`src/rtl/btn_arb_pkg.sv`:
```
// Shared types, default constants and the round-robin search used by the
// button event arbiter.
package btn_arb_pkg;

    typedef enum logic [0:0] {
        ST_IDLE    = 1'b0,
        ST_PRESENT = 1'b1
    } arb_state_e;

    localparam int unsigned BTN_N_DEFAULT      = 4;
    localparam int unsigned LONG_TICKS_DEFAULT = 190;

    // Returns the first set request at or above ptr, wrapping modulo n.
    // Vectors are sized for the largest supported button count (8).
    function automatic logic [2:0] rr_find(input logic [7:0]  req,
                                           input logic [2:0]  ptr,
                                           input int unsigned n);
        logic [2:0]  idx;
        logic        found;
        int unsigned pos;
        idx   = '0;
        found = 1'b0;
        for (int unsigned k = 0; k < 8; k++) begin
            pos = (32'(ptr) + k) % n;
            if (k < n && !found && req[3'(pos)]) begin
                idx   = 3'(pos);
                found = 1'b1;
            end
        end
        return idx;
    endfunction

endpackage

```
`src/rtl/hold_timer.sv`:
```
// Per-button hold counter: counts cycles while the debounced level is high,
// saturates at LONG_TICKS and emits a single registered pulse per hold.
module hold_timer #(
    parameter int unsigned LONG_TICKS = 190
) (
    input  logic clk_i,
    input  logic rst_i,
    input  logic level_i,
    output logic long_o
);

    localparam int unsigned CNT_W = $clog2(LONG_TICKS + 1);
    localparam logic [CNT_W-1:0] TC     = CNT_W'(LONG_TICKS);
    localparam logic [CNT_W-1:0] TC_PRE = CNT_W'(LONG_TICKS - 1);

    logic [CNT_W-1:0] cnt_q, cnt_d;
    logic             shot_q, shot_d;

    // Next count and one-shot: fires on the edge the count lands on TC.
    always_comb begin
        cnt_d  = '0;
        shot_d = 1'b0;
        if (level_i) begin
            cnt_d  = (cnt_q == TC) ? cnt_q : cnt_q + 1'b1;
            shot_d = (cnt_q == TC_PRE);
        end
    end

    // Counter and one-shot registers.
    always_ff @(posedge clk_i or posedge rst_i) begin
        if (rst_i) begin
            cnt_q  <= '0;
            shot_q <= 1'b0;
        end else begin
            cnt_q  <= cnt_d;
            shot_q <= shot_d;
        end
    end

    assign long_o = shot_q;

endmodule

```
`src/rtl/button_event_arbiter.sv`:
```
// Latches button press pulses as pending requests and serves them one at a
// time, round robin, over a valid/ready handshake.
// Optional long-press detection is built when LONG_PRESS_EN is defined.
//
//   state      | meaning
//   ST_IDLE    | no event presented; grant next pending request if any
//   ST_PRESENT | evt_valid high, evt_id/evt_long held until evt_ready
module button_event_arbiter
    import btn_arb_pkg::*;
#(
    parameter int unsigned N_BTN      = BTN_N_DEFAULT,
    parameter int unsigned IDX_W      = 2,
    parameter int unsigned LONG_TICKS = LONG_TICKS_DEFAULT
) (
    input  logic             clkDiv190,
    input  logic             rst,
    input  logic [N_BTN-1:0] btn_pulse,
    input  logic [N_BTN-1:0] btn_level,
    output logic             evt_valid,
    input  logic             evt_ready,
    output logic [IDX_W-1:0] evt_id,
    output logic             evt_long,
    output logic             overflow,
    input  logic             clr_overflow,
    output logic             busy
);

    localparam logic [IDX_W-1:0] LAST_IDX = IDX_W'(N_BTN - 1);
    localparam logic [N_BTN-1:0] ONE_HOT0 = N_BTN'(1);

    arb_state_e       state_q, state_d;
    logic [IDX_W-1:0] ptr_q, ptr_d;
    logic [IDX_W-1:0] evt_id_q, evt_id_d;
    logic             evt_long_q, evt_long_d;
    logic [N_BTN-1:0] pending_q, pending_d;
    logic [N_BTN-1:0] long_pending_q, long_pending_d;
    logic             overflow_q, overflow_d;

    logic [N_BTN-1:0] req;
    logic [IDX_W-1:0] gnt;
    logic [N_BTN-1:0] gnt_mask;
    logic [N_BTN-1:0] pend_clr;
    logic [N_BTN-1:0] long_clr;
    logic [N_BTN-1:0] long_set;
    logic             ovf_hit;

`ifdef LONG_PRESS_EN
    for (genvar i = 0; i < N_BTN; i++) begin : g_hold
        hold_timer #(
            .LONG_TICKS(LONG_TICKS)
        ) u_hold (
            .clk_i  (clkDiv190),
            .rst_i  (rst),
            .level_i(btn_level[i]),
            .long_o (long_set[i])
        );
    end
`else
    localparam int unsigned unused_ticks = LONG_TICKS;
    logic unused_level;
    assign unused_level = ^btn_level;
    assign long_set     = '0;
`endif

    assign req      = pending_q | long_pending_q;
    assign gnt      = IDX_W'(rr_find(8'(req), 3'(ptr_q), N_BTN));
    assign gnt_mask = ONE_HOT0 << gnt;

    // Arbitration FSM, request bookkeeping and sticky overflow.
    always_comb begin
        state_d    = state_q;
        ptr_d      = ptr_q;
        evt_id_d   = evt_id_q;
        evt_long_d = evt_long_q;
        pend_clr   = '0;
        long_clr   = '0;
        case (state_q)
            ST_IDLE: begin
                if (|req) begin
                    state_d  = ST_PRESENT;
                    evt_id_d = gnt;
                    if (|(long_pending_q & gnt_mask)) begin
                        evt_long_d = 1'b1;
                        long_clr   = gnt_mask;
                    end else begin
                        evt_long_d = 1'b0;
                        pend_clr   = gnt_mask;
                    end
                end
            end
            ST_PRESENT: begin
                if (evt_ready) begin
                    state_d = ST_IDLE;
                    ptr_d   = (evt_id_q == LAST_IDX) ? '0 : evt_id_q + 1'b1;
                end
            end
            default: state_d = ST_IDLE;
        endcase
        // A new pulse wins over the grant clearing the same bit.
        pending_d      = (pending_q & ~pend_clr) | btn_pulse;
        long_pending_d = (long_pending_q & ~long_clr) | long_set;
        ovf_hit        = (|(btn_pulse & pending_q & ~pend_clr))
                       | (|(long_set & long_pending_q & ~long_clr));
        overflow_d     = (overflow_q & ~clr_overflow) | ovf_hit;
    end

    // State and request registers.
    always_ff @(posedge clkDiv190 or posedge rst) begin
        if (rst) begin
            state_q        <= ST_IDLE;
            ptr_q          <= '0;
            evt_id_q       <= '0;
            evt_long_q     <= 1'b0;
            pending_q      <= '0;
            long_pending_q <= '0;
            overflow_q     <= 1'b0;
        end else begin
            state_q        <= state_d;
            ptr_q          <= ptr_d;
            evt_id_q       <= evt_id_d;
            evt_long_q     <= evt_long_d;
            pending_q      <= pending_d;
            long_pending_q <= long_pending_d;
            overflow_q     <= overflow_d;
        end
    end

    assign evt_valid = (state_q == ST_PRESENT);
    assign evt_id    = evt_id_q;
    assign evt_long  = evt_long_q;
    assign overflow  = overflow_q;
    assign busy      = (|pending_q) | (|long_pending_q) | (state_q == ST_PRESENT);

endmodule

```
`config.mk`:
```
export PLATFORM = sky130hd
export DESIGN_NAME = button_event_arbiter
export DESIGN_NICKNAME = d
export VERILOG_FILES = /design/src/rtl/btn_arb_pkg.sv /design/src/rtl/hold_timer.sv /design/src/rtl/button_event_arbiter.sv
export SDC_FILE = /design/constraint.sdc
export NUM_CORES = 1
export LEC_CHECK = 0
export ABC_AREA = 1
export BUFFER_PORTS_ARGS = -buffer_cell sky130_fd_sc_hd__buf_2
export CORE_MARGIN = 3
export CORE_UTILIZATION = 58
export DETAILED_ROUTE_END_ITERATION = 12
export HOLD_SLACK_MARGIN = 0.1
export MAX_ROUTING_LAYER = met4
export PLACE_DENSITY = 0.82
export SLEW_MARGIN = 20
export SYNTH_ARGS = -nofsm -noshare
export SYNTH_HDL_FRONTEND = slang
export SYNTH_SLANG_ARGS = --single-unit
```
`constraint.sdc`:
```
create_clock -name clkDiv190 -period 4.7 [get_ports clkDiv190]
set_clock_uncertainty 0.1 [all_clocks]
set_input_delay 0.705 -clock clkDiv190 [delete_from_list [all_inputs] [get_ports clkDiv190]]
set_output_delay 0.705 -clock clkDiv190 [all_outputs]
set_load 0.01 [all_outputs]
```
==> results.tsv, run 1 <==
stage	metric	value	unit
timing	setup_ws	2.444	ns
synthesis	synth_warnings	0	
drt	drt_wl_total	2.175	mm
clock_network	root_buffer	clkbuf_4	
placed_design	place.gp.congestion	0.8634	
synthesis	synth_top_family_by_area	simple AND/OR/NAND/NOR gates	
finish	final_cell_mix	nand2_1 (44), dfrtp_1 (15), buf_2 (13)	
timing	hold_viol	0	
critical_path	r2r_cells	18	
timing	tightestPinTransition	0.5598	ns
clock_network	clk_latency	0.28	ns
finish	area_growth_syn_to_layout	10.72	%
finish	n_antenna_cell	0	
finish	layout_commonest_cell	nand2_1	
timing	setup_viol_count_final	0	
die	die_h	48.09	µm
die	pin_count	18	
synthesis	synth_area_leaders	dfrtp_1 (37%), nand2_1 (16%), nand2_2 (6.7%)	
timing	rsz0062_at_grt	false	
die	rows	14	
global_route	use_met1	26.93	%
global_route	grt_pass1_vias	886	
synthesis	syn_inst	134	
critical_path	cp.arrival	2.33	ns
clock_network	cts_buffers	3	
pwr	vdd_drop_max	342.4	µV
die	core	1594	µm²
synthesis	synthMuxAreaShare	0	%
critical_path	cp_max_fo	9	
timing	finalCritPeriodShare	48.01	%
timing	min_period	2.256	ns
drt	first_iter_violations	28	
drt	vias_per_cell	5.339	
critical_path	cp-end-kind	flop	
timing	holdWs	0.3573	ns
global_route	met2_usage	40.63	%
clock_network	cts_tree	built	
clock_network	clock_path_buffers	2	
run_status	status	complete, no violations	
critical_path	rrSetupSlack	2.44	ns
synthesis	synth_cell_type_count	26	
global_route	grt_util_met3	4.887	%
pwr	power.total	587.0	µW
synthesis	yosys.area.top_type	dfrtp_1	
global_route	grt_usage	24.32	%
timing	slew_violations	0	
global_route	grt_pass1_wl	3.712	mm
drt	wl_per_cell	12.50	µm
global_route	antenna_found_initial	0	
die	die_area	2312	µm²
synthesis	syn_area	1027	µm²
synthesis	synth_largest_type_area_fraction	36.54	%
timing	finalSetupTns	0	ns
synthesis	synthAdderAreaFrac	1.218	%
placed_design	pre_cts_slack	2.484	ns
pwr	power_density	516.1	nW/µm²
finish	fillerInstances	138	
hold_path	hold_class	input pin to async pin	
synthesis	synth-simple-area-share	44.21	%
finish	drive_above_1_share	30.67	%
clock_network	cts_sinks	15	
synthesis	synth_seq_cells	15	
placed_design	hpwl	1.798	mm
timing	max_freq	0.4432	GHz
clock_network	post_cts_resize_count	0	
global_route	busiest_layer	met2	
critical_path	cp.required	4.77	ns
synthesis	synth_xor_area_share	0	%
critical_path	r2r_end	overflow	
clock_network	hold_buffers	0	
synthesis	avgSynthCellArea	7.666	µm²
placed_design	port_buffers	13	
critical_path	r2r-start	ptr_q[0]	
drt	drtAntennaViolNets	0	
clock_network	cts_setup_buffers	0	
drt	num_vias	929	
global_route	grt_max_degree	16	
drt	drc	0	
drt	dr.pass1.iters	4	
finish	nets	164	
critical_path	worstSetupPathType	flop to flop	
synthesis	syn-num-nets	147	
pwr	power_leakage	0.5985	nW
clock_network	htree_num_levels	1	
critical_path	start_kind	flop	
synthesis	synth-compound-area-share	10.96	%
die	die_w	48.09	µm
synthesis	ys_seq_area_share	36.54	%
die	initial_utilization	64.44	%
timing	slew_headroom	62.64	%
clock_network	clk_pin_slew_worst_paths	0.09	ns
flow_run	maxCapViolCount	0	
global_route	grt-ovfl-total	0	
finish	postLayoutCoreUtil	71.35	%
==> critical path, stage by stage, from the launching register on <==
cell and delay, ns:
dfrtp_1 0.51, inv_6 0.15, nand2_1 0.07, nand2_2 0.08, nand3_1 0.09, nand2_1 0.11
nand2_1 0.06, nand2_1 0.06, nand2_1 0.07, nand2_2 0.11, nand2_4 0.08, nand3_2 0.08
nand2_2 0.07, nor2_4 0.18, nand2_2 0.09, nand2_1 0.06, nand2_1 0.07, nor2_2 0.07
nand2_1 0.06
==> worst max-delay path by stage <==
stage                    end  slack, ns  cells past startpoint      from
floorplan           overflow       2.81                     17  ptr_q[0]
global placement    overflow       2.59                     17  ptr_q[0]
detailed placement  overflow       2.48                     18  ptr_q[0]
CTS                 overflow       2.45                     18  ptr_q[0]
global route        overflow       2.23                     18  ptr_q[0]
finish              overflow       2.44                     18  ptr_q[0]
==> through the flow <==
| stage | std cells | area, µm² |
|---|---|---|
| after global routing | 174 | 1137 |
| after global placement | 170 | 1111 |
| final | 174 | 1137 |
| after detailed placement | 170 | 1111 |
| after CTS | 174 | 1137 |
| after floorplan | 134 | 1027 |
==> cells in the mapped netlist (all sizes together) <==
cell type  count
a21o           4
a21oi          2
buf            1
dfrtp         15
ha             1
inv           15
nand2         58
nand3         10
nand4          4
nor2          12
nor3           1
o21a           4
o21ai          6
o31ai          1
==> sequential cells by signal, summed over array words and instances (netlist names) <==
| signal | flops |
|---|---|
| pending_q | 4 |
| evt_valid | 1 |
| evt_long | 1 |
| long_pending_q | 4 |
| evt_id | 2 |
| ptr_q | 2 |
| overflow | 1 |
==> metal layers <==
| layer | vias up | share of wire (%) |
|---|---|---|
| met5 | - | 0 |
| met4 | 0 | 2.1 |
| met3 | 7 | 2.6 |
| met2 | 19 | 54 |
| met1 | 440 | 41 |
| li1 | 463 | - |
==> cell families after synthesis <==
kind of cell	Yosys count
compound gates	17
flops	15
fa+ha+maj	1
buf+inv	16
simple gates	85
==> where the power goes <==
part	leakage [nW]	switching, mW	internal (mW)
sequential	0.177	0.0384	0.155
combinational	0.407	0.215	0.107
clock	0.0150	0.0389	0.0330
total	0.598	0.293	0.294
==> final cells by class <==
type	instances	area (µm²)	area share (%)
Tap cell	24	30.03	2.640
Timing Repair Buffer	13	65.06	5.721
Multi-Input combinational cell	103	579.3	50.94
Sequential cell	15	375.4	33.00
Clock buffer	4	26.28	2.310
Inverter	15	61.31	5.391
Note: power is estimated with default switching activity, not from simulation.
==> run 2, diff against run 1 <==
Settings changed: ABC_AREA 1 to 0, CORE_UTILIZATION 58 to 45, PLACE_DENSITY 0.82 to 0.71.
Clock period 4.7 ns to 1.8 ns, I/O delays scaled along.
==> run 2 against run 1 <==
  * Flip-flop and latch count unchanged
  * Clock power grew to 2.6 times the previous value
  * The flow now finishes with violations (negative setup slack)
  * Highest routed layer unchanged
  * Total power up 130%
  * Wire length decreased by 12%
  * Largest cell class unchanged
  * Critical endpoint unchanged
  * Via count shrank 20%
==> results.tsv, run 2 <==
stage	metric	value	unit	change
timing	finalCritPeriodShare	112.8	%	was 48.01%
die	rows	14		unchanged
synthesis	synth_area_leaders	dfrtp_1 (49%), nand2_1 (3.9%), or2_2 (3.3%)		was dfrtp_1 (37%), nand2_1 (16%), nand2_2 (6.7%)
finish	area_growth_syn_to_layout	53.34	%	was 10.72%
global_route	grt_pass1_wl	2.946	mm	was 3.712 mm
critical_path	cp-end-kind	flop		unchanged
pwr	vdd_drop_max	749.0	µV	was 342.4 µV
finish	multiInputGateArea	435.4	µm²	was 579.3 µm²
die	pin_count	18		unchanged
drt	dr.pass1.iters	4		unchanged
placed_design	place.gp.congestion	0.9401		was 0.8634
drt	drt_wl_total	1.913	mm	was 2.175 mm
synthesis	synthMostInstantiatedCell	dfrtp_1		was nand2_1
drt	drc	0		unchanged
critical_path	cp_max_fo	5		was 9
global_route	grt_usage	19.97	%	was 24.32%
critical_path	worstSetupPathType	flop to flop		unchanged
synthesis	yosys-top-cells-count	dfrtp_1 (15), nand2_1 (8), nor2_1 (5)		was nand2_1 (44), dfrtp_1 (15), inv_1 (12)
critical_path	cp.arrival	2.09	ns	was 2.33 ns
timing	min_period	2.031	ns	was 2.256 ns
critical_path	start_kind	flop		unchanged
finish	n_antenna_cell	0		unchanged
clock_network	cts_tree	built		unchanged
clock_network	cts_sinks	15		unchanged
global_route	grt_max_degree	16		unchanged
global_route	antenna_found_initial	0		unchanged
finish	fillerInstances	113		was 138
finish	drive_above_1_share	48.76	%	was 30.67%
synthesis	synth_warnings	0		unchanged
timing	hold_viol	0		unchanged
placed_design	pre_cts_slack	-0.2181	ns	was 2.484 ns
pwr	power_density	1150	nW/µm²	was 516.1 nW/µm²
die	initial_utilization	49.20	%	was 64.44%
synthesis	synth_seq_cells	15		unchanged
timing	setup_ws	-0.2306	ns	was 2.444 ns
synthesis	avgSynthCellArea	10.09	µm²	was 7.666 µm²
hold_path	hold_class	input pin to flop		was input pin to async pin
finish	layout_commonest_cell	buf_4		was nand2_1
placed_design	port_buffers	13		unchanged
finish	seqCellArea	377.9	µm²	was 375.4 µm²
synthesis	async_flop_share	100.0	%	unchanged
clock_network	cts_buffers	3		unchanged
synthesis	synth_cell_type_count	32		was 26
pwr	power_leakage	0.5645	nW	was 0.5985 nW
timing	holdWs	0.1992	ns	was 0.3573 ns
drt	num_vias	739		was 929
synthesis	yosys.area.top_type	dfrtp_1		unchanged
die	core	1559	µm²	was 1594 µm²
drt	first_iter_violations	15		was 28
synthesis	yosys_most_used_dff	dfrtp_1		unchanged
finish	reg_top3	long_pending_q x4, pending_q x4		unchanged
run_status	failed_checks	negative setup slack		
die	die_h	47.29	µm	was 48.09 µm
drt	drtAntennaViolNets	0		unchanged
timing	slew_violations	0		unchanged
synthesis	synth_largest_type_area_fraction	48.94	%	was 36.54%
synthesis	ys_seq_area_share	48.94	%	was 36.54%
synthesis	syn_inst	76		was 134
synthesis	syn_area	767.0	µm²	was 1027 µm²
placed_design	hpwl	1.327	mm	was 1.798 mm
clock_network	clock_path_buffers	2		unchanged
die	die_w	47.29	µm	was 48.09 µm
die	die_area	2236	µm²	was 2312 µm²
run_status	status	finished with violations		was complete, no violations
clock_network	clk_pin_slew_worst_paths	0.08	ns	was 0.09 ns
finish	final_cell_mix	buf_4 (24), dfrtp_1 (13), buf_2 (12)		was nand2_1 (44), dfrtp_1 (15), buf_2 (13)
synthesis	synth-edff-count	0		unchanged
global_route	grt_pass1_vias	652		was 886
drt	wl_per_cell	13.96	µm	was 12.50 µm
timing	slew_headroom	62.69	%	was 62.64%
finish	nets	135		was 164
timing	max_freq	0.4925	GHz	was 0.4432 GHz
clock_network	htree_num_levels	1		unchanged
timing	setup_viol_count_final	7		was 0
drt	vias_per_cell	5.394		was 5.339
timing	rsz0062_at_grt	true		was false
clock_network	clk_latency	0.28	ns	about the same
synthesis	syn-num-nets	89		was 147
clock_network	root_buffer	clkbuf_4		unchanged
flow_run	maxCapViolCount	0		unchanged
timing	tightestPinTransition	0.5590	ns	was 0.5598 ns
global_route	grt-ovfl-total	0		unchanged
critical_path	cp.required	1.86	ns	was 4.77 ns
==> run 2: changes by cell type in the layout (fill, tap and decap cells not counted), moves of 4 or more <==
cell / change
inv_1: -8
nand2_2: -10
nand3_2: -4
nand2_1: -37
buf_4: +24
or2_4: +4
dlygate4sd3_1: +5
==> run 2: kinds of logic after synthesis <==
| logic type | synth area share [%] |
|---|---|
| AND/OR/NAND/NOR | 21.21 |
| AO/OA/AOI/OAI | 20.72 |
| flip-flops | 48.94 |
| buffers and inverters | 3.425 |
| multiplexers | 4.078 |
| adder cells (fa/ha/maj) | 1.631 |
==> run 2: layout make-up <==
type	count	share of cell area (%)
Sequential cell	15	32.13
Tap cell	16	1.702
Multi-Input combinational cell	56	37.02
Inverter	4	1.277
Clock buffer	4	2.234
Timing Repair Buffer	42	25.64
==> run 2: per-stage QoR <==
| step | instance area [µm²] | instances | power [mW] | TNS, ns | util [%] |
|---|---|---|---|---|---|
| 3_5_place_dp | 963.4 | 120 | 1.032 | -0.5442 | 61.80 |
| 6_report | 1176 | 137 | 1.353 | -0.7096 | 75.44 |
| 3_3_place_gp | 963.4 | 120 | 1.010 | -0.3813 | 61.80 |
| 5_1_grt | 1176 | 137 | 1.431 | -1.411 | 75.44 |
| 2_1_floorplan | 769.5 | 76 | 0.8275 | -0.1372 | - |
| 4_1_cts | 1101 | 134 | 1.265 | -0.5138 | 70.63 |
==> run 2: per-layer routing <==
| metal | track usage, % | up-vias | part of all wire (%) |
|---|---|---|---|
| met1 | 27.32 | 355 | 44 |
| met3 | 3.448 | 4 | 2.7 |
| met5 | - | - | 0 |
| met2 | 28.88 | 10 | 51 |
| li1 | - | 370 | - |
| met4 | 8.287 | 0 | 1.5 |
==> run 2: critical path: stages, from the launching register on <==
cell and delay, ns:
dfrtp_2 0.45, o21bai_2 0.17, a21oi_1 0.11, or2_4 0.27
or4_4 0.49, a32oi_1 0.19, nand4_1 0.12
==> run 2: worst paths after layout <==
path                              startpoint                 to  slack (ns)  cells past startpoint
min in group asynchronous                rst  long_pending_q[3]        0.47                      3
setup reg to reg           long_pending_q[0]           overflow       -0.23                      6
hold reg to reg                     evt_long           evt_long        0.40                      2
max in group asynchronous                rst       pending_q[0]        0.73                      3
hold / removal                     evt_ready           ptr_q[0]        0.20                      3
setup / recovery           long_pending_q[0]           overflow       -0.23                      6
==> run 2: power by group <==
| group | leakage (nW) | switching, mW | internal [mW] |
|---|---|---|---|
| clock network | 0.0150 | 0.103 | 0.0862 |
| registers | 0.174 | 0.0695 | 0.404 |
| logic | 0.376 | 0.314 | 0.376 |
==> run 2: repair_timing <==
action,4_1_cts,5_1_grt
hold endpoints to repair,19,0
pin swaps,4,3
cloned,0,0
resized for setup,7,11
hold buffers,5,0
endpoints found under the setup margin,6,9
setup buffers,5,3
==> run 3, diff against run 2 <==
Settings changed: SETUP_SLACK_MARGIN from default to 0.5.
==> run 3 against run 2 <==
  * The flow still finishes with violations (negative setup slack)
  * Global-route usage grew 3.3 points
  * Critical path depth unchanged
  * Critical endpoint unchanged
  * Total power grew 5.2%
  * Combinational power increased by 10%
==> results.tsv, run 3 (synthesized netlist as in run 2, its figures left out) <==
stage	metric	value	unit	change
run_status	status	finished with violations		unchanged
run_status	failed_checks	negative setup slack		unchanged
critical_path	cp_max_fo	4		was 5
placed_design	pre_cts_slack	-0.2237	ns	was -0.2181 ns
pwr	power_leakage	0.5891	nW	was 0.5645 nW
drt	vias_per_cell	5.518		was 5.394
global_route	antenna_found_initial	0		unchanged
drt	first_iter_violations	20		was 15
pwr	switching_share	37.12	%	was 36.00%
timing	holdWs	0.1064	ns	was 0.1992 ns
drt	num_vias	767		was 739
placed_design	hpwl	1.293	mm	was 1.327 mm
pwr	pwr-share-clk	13.4	%	was 14.0%
pwr	pwr-share-seq	33.3	%	was 35.0%
drt	drt_wl_total	2.155	mm	was 1.913 mm
critical_path	cp.required	1.85	ns	was 1.86 ns
pwr	vdd_drop_max	959.9	µV	was 749.0 µV
die	initial_utilization	49.20	%	unchanged
clock_network	cts_tree	built		unchanged
die	die_w	47.29	µm	unchanged
pwr	power.total	1.423	mW	was 1.353 mW
critical_path	critPathMaxStageDelay	0.49	ns	about the same
timing	slew_violations	0		unchanged
global_route	grt_pass1_vias	751		was 652
critical_path	worstSetupPathType	flop to flop		unchanged
flow_run	maxCapViolCount	0		unchanged
critical_path	worst_path_max_delay_cell	or4_4		unchanged
timing	min_period	2.048	ns	was 2.031 ns
drt	dr.pass1.iters	4		unchanged
critical_path	cp-end-kind	flop		unchanged
critical_path	worst-path-buf-inv	0		unchanged
finish	layout_commonest_cell	buf_4		unchanged
timing	tightestPinTransition	0.5706	ns	was 0.5590 ns
critical_path	cp.arrival	2.10	ns	was 2.09 ns
die	die_h	47.29	µm	unchanged
pwr	pwr-share-comb	53.3	%	was 51.0%
global_route	grt-ovfl-total	0		unchanged
timing	setup_ws	-0.2479	ns	was -0.2306 ns
die	rows	14		unchanged
timing	slew_headroom	61.92	%	was 62.69%
finish	postLayoutCoreUtil	79.45	%	was 75.44%
finish	design_area	1239	µm²	was 1176 µm²
clock_network	htree_num_levels	1		unchanged
timing	setup_viol_count_final	6		was 7
global_route	grt_pass1_wl	3.456	mm	was 2.946 mm
drt	drtAntennaViolNets	0		unchanged
clock_network	clk_pin_slew_worst_paths	0.09	ns	was 0.08 ns
pwr	switchingPower	528.4	µW	was 487.1 µW
clock_network	cts_buffers	3		unchanged
finish	final_cell_mix	buf_4 (19), dfrtp_1 (12), buf_2 (12)		was buf_4 (24), dfrtp_1 (13), buf_2 (12)
hold_path	hold_class	input pin to flop		unchanged
global_route	grt_usage	23.26	%	was 19.97%
placed_design	place.gp.congestion	0.9294		was 0.9401
drt	drc	0		unchanged
placed_design	place_area	963.4	µm²	unchanged
global_route	grt_max_degree	16		unchanged
finish	n_antenna_cell	0		unchanged
finish	reg_top3	long_pending_q x4, pending_q x4		unchanged
critical_path	crit_path_cell_trace	o21ai_2, a311oi_2, or2_4, or4_4, a32oi_1, nand4_1		was o21bai_2, a21oi_1, or2_4, or4_4, a32oi_1, nand4_1
timing	finalCritPeriodShare	113.8	%	was 112.8%
placed_design	port_buffers	13		unchanged
finish	drive_above_1_share	55.28	%	was 48.76%
die	die_area	2236	µm²	unchanged
clock_network	root_buffer	clkbuf_4		unchanged
timing	max_freq	0.4883	GHz	was 0.4925 GHz
finish	area_growth_syn_to_layout	61.50	%	was 53.34%
clock_network	cts_sinks	15		unchanged
timing	rsz0062_at_grt	true		unchanged
clock_network	clock_path_buffers	2		unchanged
drt	wl_per_cell	15.50	µm	was 13.96 µm
clock_network	clk_latency	0.28	ns	about the same
critical_path	cp_top_family	simple AND/OR/NAND/NOR gates		unchanged
pwr	power_density	1149	nW/µm²	was 1150 nW/µm²
finish	nets	137		was 135
timing	hold_viol	0		unchanged
die	pin_count	18		unchanged
pwr	p_int	895.1	µW	was 866.0 µW
die	core	1559	µm²	unchanged
critical_path	start_kind	flop		unchanged
-- run 3: routing by layer --
layer	global-route usage, %	wire length, µm	up-vias
met5	-	0	-
met4	8.287	30	0
met3	2.299	57	5
met2	36.10	1119	19
met1	31.34	947	375
li1	-	-	368
-- run 3: through the flow --
step | TNS, ns | std cells
after floorplan | -0.1372 | 76
after global placement | -0.4092 | 120
after detailed placement | -0.5411 | 120
after CTS | -0.5926 | 139
after global routing | -1.556 | 139
final | -0.7596 | 139
-- run 3: final cells by class --
cell class | count | area, µm²
Multi-Input combinational cell | 56 | 454.2
Sequential cell | 15 | 379.1
Timing Repair Buffer | 44 | 344.1
Fill cell | 90 | 320.3
Clock buffer | 4 | 26.28
Tap cell | 16 | 20.02
Inverter | 4 | 15.01
-- run 3: worst paths after layout --
| kind | depth (start not counted) | to | slack (ns) | startpoint |
|---|---|---|---|---|
| worst max-delay path | 6 | overflow | -0.25 | long_pending_q[0] |
| worst min-delay path | 2 | pending_q[1] | 0.11 | btn_pulse[1] |
| worst max register to register | 6 | overflow | -0.25 | long_pending_q[0] |
| worst min register to register | 2 | evt_long | 0.41 | evt_long |
| max in group asynchronous | 3 | pending_q[0] | 0.72 | rst |
| min in group asynchronous | 3 | evt_long | 0.48 | rst |
-- run 3: repair_timing --
| item | in CTS | in global routing |
|---|---|---|
| pin swaps | 12 | 6 |
| hold buffers | 4 | 0 |
| resized for setup | 24 | 10 |
| setup buffers | 11 | 0 |
| endpoints found under the hold margin | 18 | 0 |
| endpoints found under the setup margin | 15 | 15 |
-- run 3: worst reg2reg max path, delay by kind of cell (launching register included) --
kind | cells | cell delay (ns)
and+or+nand+nor | 3 | 0.87
DFF | 1 | 0.46
AOI/OAI and AO/OA | 3 | 0.49
-- run 3: power groups by stage --
stage,registers (mW),clock network [mW],logic (mW)
2_1_floorplan,0.477,0,0.351
3_3_place_gp,0.469,0,0.531
3_5_place_dp,0.471,0,0.549
4_1_cts,0.466,0.194,0.708
5_1_grt,0.485,0.210,0.809
6_report,0.474,0.191,0.759
